**src/rtl/serial_addsub.sv**
```systemverilog
// Bit-serial add/subtract: one full-adder cell reused LSB first over WIDTH clocks.
// Produces result plus N/Z/V/carry flags with a start/busy/done handshake.

module full_adder_1bit (
    input  logic a,
    input  logic b,
    input  logic cin,
    input  logic sub,
    output logic s,
    output logic cout
);
    logic bx;

    assign bx   = b ^ sub;
    assign s    = a ^ bx ^ cin;
    assign cout = (a & bx) | (a & cin) | (bx & cin);
endmodule

module serial_addsub #(
    parameter int WIDTH = 16,
    parameter int CNT_W = 5
) (
    input  logic             clk,
    input  logic             rst,
    input  logic             start,
    input  logic [WIDTH-1:0] a,
    input  logic [WIDTH-1:0] b,
    input  logic             sub,
    output logic             busy,
    output logic             done,
    output logic [WIDTH-1:0] result,
    output logic             cout,
    output logic             ovfl,
    output logic             zero,
    output logic             neg
);
    typedef enum logic [1:0] {
        IDLE = 2'd0,
        RUN  = 2'd1,
        DONE = 2'd2
    } state_t;

    state_t state, state_next;

    logic [WIDTH-1:0] sa, sb, sr, sr_next;
    logic [CNT_W-1:0] cnt;
    logic             c;
    logic             subl;
    logic             fa_s, fa_cout;
    logic             last;

    full_adder_1bit u_fa (
        .a    (sa[0]),
        .b    (sb[0]),
        .cin  (c),
        .sub  (subl),
        .s    (fa_s),
        .cout (fa_cout)
    );

    assign sr_next = {fa_s, sr[WIDTH-1:1]};
    assign last    = (cnt == CNT_W'(WIDTH - 1));
    assign busy    = (state == RUN);
    assign done    = (state == DONE);

    always_ff @(posedge clk or posedge rst) begin
        if (rst) state <= IDLE;
        else     state <= state_next;
    end

    always_comb begin
        state_next = state;
        case (state)
            IDLE:    if (start) state_next = RUN;
            RUN:     if (last) state_next = DONE;
            DONE:    state_next = IDLE;
            default: state_next = IDLE;
        endcase
    end

    always_ff @(posedge clk or posedge rst) begin
        if (rst) begin
            sa     <= '0;
            sb     <= '0;
            sr     <= '0;
            cnt    <= '0;
            c      <= 1'b0;
            subl   <= 1'b0;
            result <= '0;
            cout   <= 1'b0;
            ovfl   <= 1'b0;
            zero   <= 1'b0;
            neg    <= 1'b0;
        end else begin
            case (state)
                IDLE: begin
                    if (start) begin
                        sa   <= a;
                        sb   <= b;
                        subl <= sub;
                        // Initial carry of 1 completes A + ~B + 1
                        c    <= sub;
                        cnt  <= '0;
                    end
                end
                RUN: begin
                    c   <= fa_cout;
                    sa  <= sa >> 1;
                    sb  <= sb >> 1;
                    sr  <= sr_next;
                    cnt <= cnt + CNT_W'(1);
                    if (last) begin
                        result <= sr_next;
                        cout   <= fa_cout;
                        // c still holds the carry into the MSB here
                        ovfl   <= c ^ fa_cout;
                        zero   <= (sr_next == '0);
                        neg    <= fa_s;
                    end
                end
                default: ;
            endcase
        end
    end
endmodule

```
**config.mk**
```make
export PLATFORM = sky130hd
export DESIGN_NAME = serial_addsub
export DESIGN_NICKNAME = d
export VERILOG_FILES = /design/src/rtl/serial_addsub.sv
export SDC_FILE = /design/constraint.sdc
export NUM_CORES = 1
export LEC_CHECK = 0
export CAP_MARGIN = 20
export CORE_UTILIZATION = 31
export DETAILED_ROUTE_END_ITERATION = 8
export SKIP_LAST_GASP = 1
export SLEW_MARGIN = 25
export SYNTH_ARGS = -nofsm -noshare
export SYNTH_HDL_FRONTEND = slang
export SYNTH_SLANG_ARGS = --single-unit
```
**constraint.sdc**
```tcl
create_clock -name clk -period 2.3 [get_ports clk]
set_input_delay 0.46 -clock clk [delete_from_list [all_inputs] [get_ports clk]]
set_output_delay 0.46 -clock clk [all_outputs]
set_load 0.01 [all_outputs]
```
==> impl_metrics.json, run 1 <==
{
  "outcome": "finished, final reports clean",
  "worstPathArrival_ns": 1.55,
  "slew_violations": 0,
  "clk_pin_slew_ns": 0.08,
  "via_per_inst": 4.93,
  "synth_top_area_share_pct": 54.6,
  "rows": 38,
  "cts_buffers": 9,
  "synth-edff-count": 0,
  "busiest_layer": "met1",
  "finalWirelength_mm": 7.86,
  "ctsResizeCount": 0,
  "start_util_pct": 31.8,
  "rsz0062_at_grt": "no",
  "leakagePower_nw": 1.89,
  "cts_setup_buffers": 0,
  "total_power_mw": 5.37,
  "die_w_um": 107,
  "clockRootBuffer": "clkbuf_8",
  "drt_iter0_drc": 143,
  "die_h_um": 107,
  "synth_commonest_cells": "75 x dfrtp_1, 51 x nand2_1, 40 x o21ai_0",
  "grt_util_met2_pct": 20.6,
  "setup_viol": 0,
  "slew_headroom_pct": 65.5,
  "synth.avg_cell_area_um2": 10.3,
  "io_buffer_count": 57,
  "drv_cap": 0,
  "hold_buffers": 0,
  "syn_nets": 374,
  "synth.area.top_cells": "dfrtp_1 55%, a22oi_1 6.6%, nor2b_1 6.2%",
  "firstDrtPassIters": 5,
  "synthArstFlopShare_pct": 100,
  "ys_ff_latch": 75,
  "cts_buffer_depth": 2,
  "hp-class": "register to register",
  "startpoint_type": "register",
  "dp_hpwl_mm": 5.02,
  "grt_util_met3_pct": 3.81,
  "synth.largest_area_cell": "dfrtp_1",
  "yosysSeqAreaShare_pct": 54.6,
  "fin_skew_ns": 0.00801,
  "drive_gt1_share_pct": 11.7,
  "crit_required_ns": 1.84,
  "area_delta_synth_final_pct": 27.4,
  "cts.sinks": 75,
  "worstPathMaxFanout": 4,
  "cts_tree": "built",
  "antenna_found_initial": 0,
  "peakVddDrop_v": 0.000451,
  "setup_tns_ns": 0,
  "die-area_um2": 11500,
  "max_freq_mhz": 497,
  "path_class": "register to primary output",
  "synth_cell_types": 31,
  "wl_per_cell_um": 14.7,
  "vias": 2631,
  "whs_ns": 0.486,
  "synth-main-ff-cell": "dfrtp_1",
  "tightest_slew_ns": 0.517,
  "n_antenna_cell": 0,
  "grt_pass1_wl_mm": 12.9,
  "drc_errors": 0,
  "ios": 58,
  "ant_nets": 0,
  "htree_num_levels": 3,
  "ys_warn_count": 0,
  "clock_latency_ns": 0.34,
  "final_nets": 428,
  "grt_max_degree": 46,
  "fin_crit_ns": 2.01,
  "syn_inst": 335,
  "cp-end-kind": "primary output",
  "p_per_area_nw_per_um2": 1230,
  "core_um2": 10800,
  "syn-cell-area_um2": 3430,
  "grt_pass1_vias": 2491,
  "period_share_pct": 87.4,
  "overflow": 0,
  "hold_viol": 0,
  "grtUsageTotal_pct": 14.5,
  "yosysMostFrequentCell": "dfrtp_1",
  "use_met1_pct": 20.9,
  "place_congestion": 0.725
}
cell type report:
class | instances | area, um2
fillers | 1031 | 6420
inverters | 7 | 30.0
multi-input cells | 229 | 1410
clock inverters | 6 | 88.8
flip-flops and latches | 75 | 1880
repair buffers | 67 | 671
clock buffers | 10 | 128
well taps | 140 | 175
where the power goes:
part	switching (mW)	leakage (nW)	internal (mW)
Sequential	0.409	0.973	1.85
Combinational	1.01	0.815	0.980
Clock	0.505	0.103	0.613
Total	1.93	1.89	3.45
critical path: stages, from the launching register on:
cell	delay, ns
dfrtp_1	0.40
nand2b_1	0.19
inv_2	0.09
clkdlybuf4s50_1	0.53
cells by family (layout without fill, tap and decap cells):
group	count (synthesis)	after routing	share of synthesized area (%)
mux	19	19	6.16
buf+inv	31	90	4.48
compound gates	108	108	18.7
simple gates	97	97	14.2
flops	75	75	54.6
fa+ha+maj	3	3	1.31
xor+xnor	2	2	0.510
layout by cell type, fill, tap and decap left out, drive strengths merged, types with 3 or more instances in the layout:
| cell | instances |
|---|---|
| dfrtp | 75 |
| clkdlybuf4s50 | 57 |
| nand2 | 51 |
| o21ai | 40 |
| nor2b | 34 |
| a21oi | 31 |
| a22oi | 30 |
| mux2 | 17 |
| clkbuf | 10 |
| buf | 10 |
| inv | 7 |
| a22o | 3 |
| clkinvlp | 3 |
| a2bb2oi | 3 |
| nor4 | 3 |
registers in the layout (all words and copies together), names as in the netlist:
register	count
c	1
sb	16
ovfl	1
cnt	5
result	16
sa	16
state	2
sr	15
subl	1
cout	1
zero	1
layer usage:
metal  part of all wire [%]  vias to the layer above
met1                     49                     1283
li1                       -                     1271
met2                     44                       65
met3                    5.2                       12
met4                    1.9                        0
met5                      0                        -
metrics by stage:
stage | util [%] | instances | instance area (um2) | worst slack (ns)
after CTS | 40.5 | 534 | 4380 | 0.253
after floorplan | - | 335 | 3440 | 0.570
after global routing | 40.5 | 534 | 4380 | 0.217
after detailed placement | 38.5 | 518 | 4160 | 0.424
final | 40.5 | 534 | 4380 | 0.289
after global placement | 38.5 | 518 | 4160 | 0.426
final timing paths:
| kind | cells after the start | endpoint | start | slack [ns] |
|---|---|---|---|---|
| setup / recovery | 3 | busy | state[1]$_DFFE_PP0P_ | 0.29 |
| min in group asynchronous | 2 | sr[4]$_DFFE_PP0N_ | rst | 0.50 |
| hold / removal | 2 | ovfl$_DFFE_PP0P_ | ovfl$_DFFE_PP0P_ | 0.49 |
| setup reg to reg | 5 | result[3]$_DFFE_PP0P_ | cnt[0]$_DFFE_PP0P_ | 0.44 |
| max in group asynchronous | 3 | sb[7]$_DFFE_PP0P_ | rst | 1.24 |
| hold reg to reg | 2 | ovfl$_DFFE_PP0P_ | ovfl$_DFFE_PP0P_ | 0.49 |
Power figures use the tool's default switching activity.
==> run 2, diff against run 1 <==
--- a/config.mk
+++ b/config.mk
@@ -6,6 +6,7 @@
 export NUM_CORES = 1
 export LEC_CHECK = 0
 export CAP_MARGIN = 20
+export CORE_ASPECT_RATIO = 1.25
 export CORE_UTILIZATION = 31
 export DETAILED_ROUTE_END_ITERATION = 8
 export SKIP_LAST_GASP = 1
==> run 2 against run 1 <==
Power up 4.4%. Die area about the same. Sequential cell count did not move. Final area up 1.4%. First-iteration DRC count down 22%. Fmax increased by 1.1%. Largest cell class unchanged.
==> impl_metrics.json, run 2 (synthesis gave the netlist of run 1 again) <==
{
  "outcome": "finished, final reports clean",
  "hold_buffers": 0,
  "rsz0062_at_grt": "no",
  "period_share_pct": 86.5,
  "fin_crit_ns": 1.99,
  "overflow": 0,
  "layout_commonest_cell": "dfrtp_1",
  "n_antenna_cell": 0,
  "ios": 58,
  "post-route-util_pct": 41.6,
  "via_per_inst": 5.00,
  "clock_latency_ns": 0.33,
  "rows": 42,
  "clk_pin_slew_ns": 0.05,
  "final_nets": 431,
  "hold_viol": 0,
  "ctsResizeCount": 0,
  "pre_cts_slack_ns": 0.416,
  "cts_buffers": 9,
  "p_per_area_nw_per_um2": 1260,
  "whs_ns": 0.477,
  "hp-class": "register to register",
  "finalWirelength_mm": 7.75,
  "critical-path-top-delay-family": "buffers and inverters",
  "antenna_found_initial": 0,
  "drc_errors": 0,
  "grt_max_degree": 46,
  "io_buffer_count": 57,
  "tightest_slew_ns": 0.523,
  "drv_cap": 0,
  "ant_nets": 0,
  "r2r_slack_ns": 0.49,
  "grt_pass1_wl_mm": 13.1,
  "cts_setup_buffers": 0,
  "start_util_pct": 32.2,
  "vias": 2640,
  "total_power_mw": 5.61,
  "setup_tns_ns": 0,
  "wl_per_cell_um": 14.7,
  "clockRootBuffer": "clkbuf_16",
  "top_regs": "result: 16 flops, sa: 16 flops, sb: 16 flops",
  "fin_cells": 528,
  "critPathMaxStageDelay_ns": 0.53,
  "grt_pass1_vias": 2641,
  "cts.sinks": 75,
  "dp_hpwl_mm": 5.02,
  "drive_gt1_share_pct": 11.6,
  "die_w_um": 96.1,
  "place_congestion": 0.745,
  "die-area_um2": 11500,
  "worstPathArrival_ns": 1.53,
  "layout_setup_ws_ns": 0.311,
  "area_delta_synth_final_pct": 29.1,
  "path_class": "register to primary output",
  "grtUsageTotal_pct": 14.8,
  "firstDrtPassIters": 5,
  "worstPathMaxFanout": 4,
  "crit_path_cell_trace": "nand2b_1, inv_2, clkdlybuf4s50_1",
  "design_area_um2": 4440,
  "slew_violations": 0,
  "cpMaxStageDelayCell": "clkdlybuf4s50_1",
  "final_cell_mix": "75 x dfrtp_1, 57 x clkdlybuf4s50_1, 51 x nand2_1",
  "htree_num_levels": 3,
  "fin_skew_ns": 0.0102,
  "slew_headroom_pct": 65.1,
  "peakVddDrop_v": 0.000458,
  "crit_required_ns": 1.84,
  "cts_buffer_depth": 2,
  "placed_cells": 513,
  "max_freq_mhz": 503,
  "setup_viol": 0,
  "startpoint_type": "register",
  "drt_iter0_drc": 111,
  "leakagePower_nw": 1.93,
  "dpl_cell_area_um2": 4160,
  "core_um2": 10700,
  "die_h_um": 120,
  "cts_tree": "built",
  "cp_num_buf_inv": 2,
  "cp-end-kind": "primary output"
}
[run 2: changes by cell type in the layout (fill, tap and decap cells not counted)]
cell and change:
clkinv_2 +1, buf_4 +4, clkbuf_8 -9, buf_12 -1
inv_6 -1, bufinv_16 -1, clkbuf_1 +2, clkinvlp_4 -2
clkbuf_16 +9
[run 2: cell type report]
| class | count | area (um2) |
|---|---|---|
| Sequential cell | 75 | 1880 |
| Inverter | 7 | 30.0 |
| Timing Repair Buffer | 70 | 681 |
| Clock inverter | 3 | 40.0 |
| Multi-Input combinational cell | 229 | 1410 |
| Fill cell | 1023 | 6230 |
| Clock buffer | 12 | 236 |
| Tap cell | 132 | 165 |
[run 2: worst min-delay path: stages (launching register included)]
cell,delay [ns]
dfrtp_1,0.34
nand2_1,0.05
o21ai_0,0.06
[run 2: routing by layer]
layer | wire length [um] | up-vias | global-route usage, %
li1 | - | 1277 | -
met1 | 3560 | 1283 | 18.9
met2 | 3750 | 73 | 24.0
met3 | 359 | 7 | 3.74
met4 | 78 | 0 | 5.50
met5 | 0 | - | 0
[run 2: worst paths after layout]
kind / startpoint / to / cells after the start
worst max-delay path: state[1]$_DFFE_PP0P_ / busy / 3
worst min-delay path: zero$_DFFE_PP0P_ / zero$_DFFE_PP0P_ / 2
worst max register to register: cnt[0]$_DFFE_PP0P_ / result[1]$_DFFE_PP0P_ / 5
worst min register to register: zero$_DFFE_PP0P_ / zero$_DFFE_PP0P_ / 2
max in group asynchronous: rst / sb[1]$_DFFE_PP0P_ / 3
min in group asynchronous: rst / sr[7]$_DFFE_PP0N_ / 2
[run 2: power breakdown]
part	leakage [nW]	switching [mW]	internal (mW)
Combinational	0.825	1.01	0.992
Clock	0.136	0.507	0.831
Sequential	0.973	0.411	1.86
Total	1.93	1.93	3.68
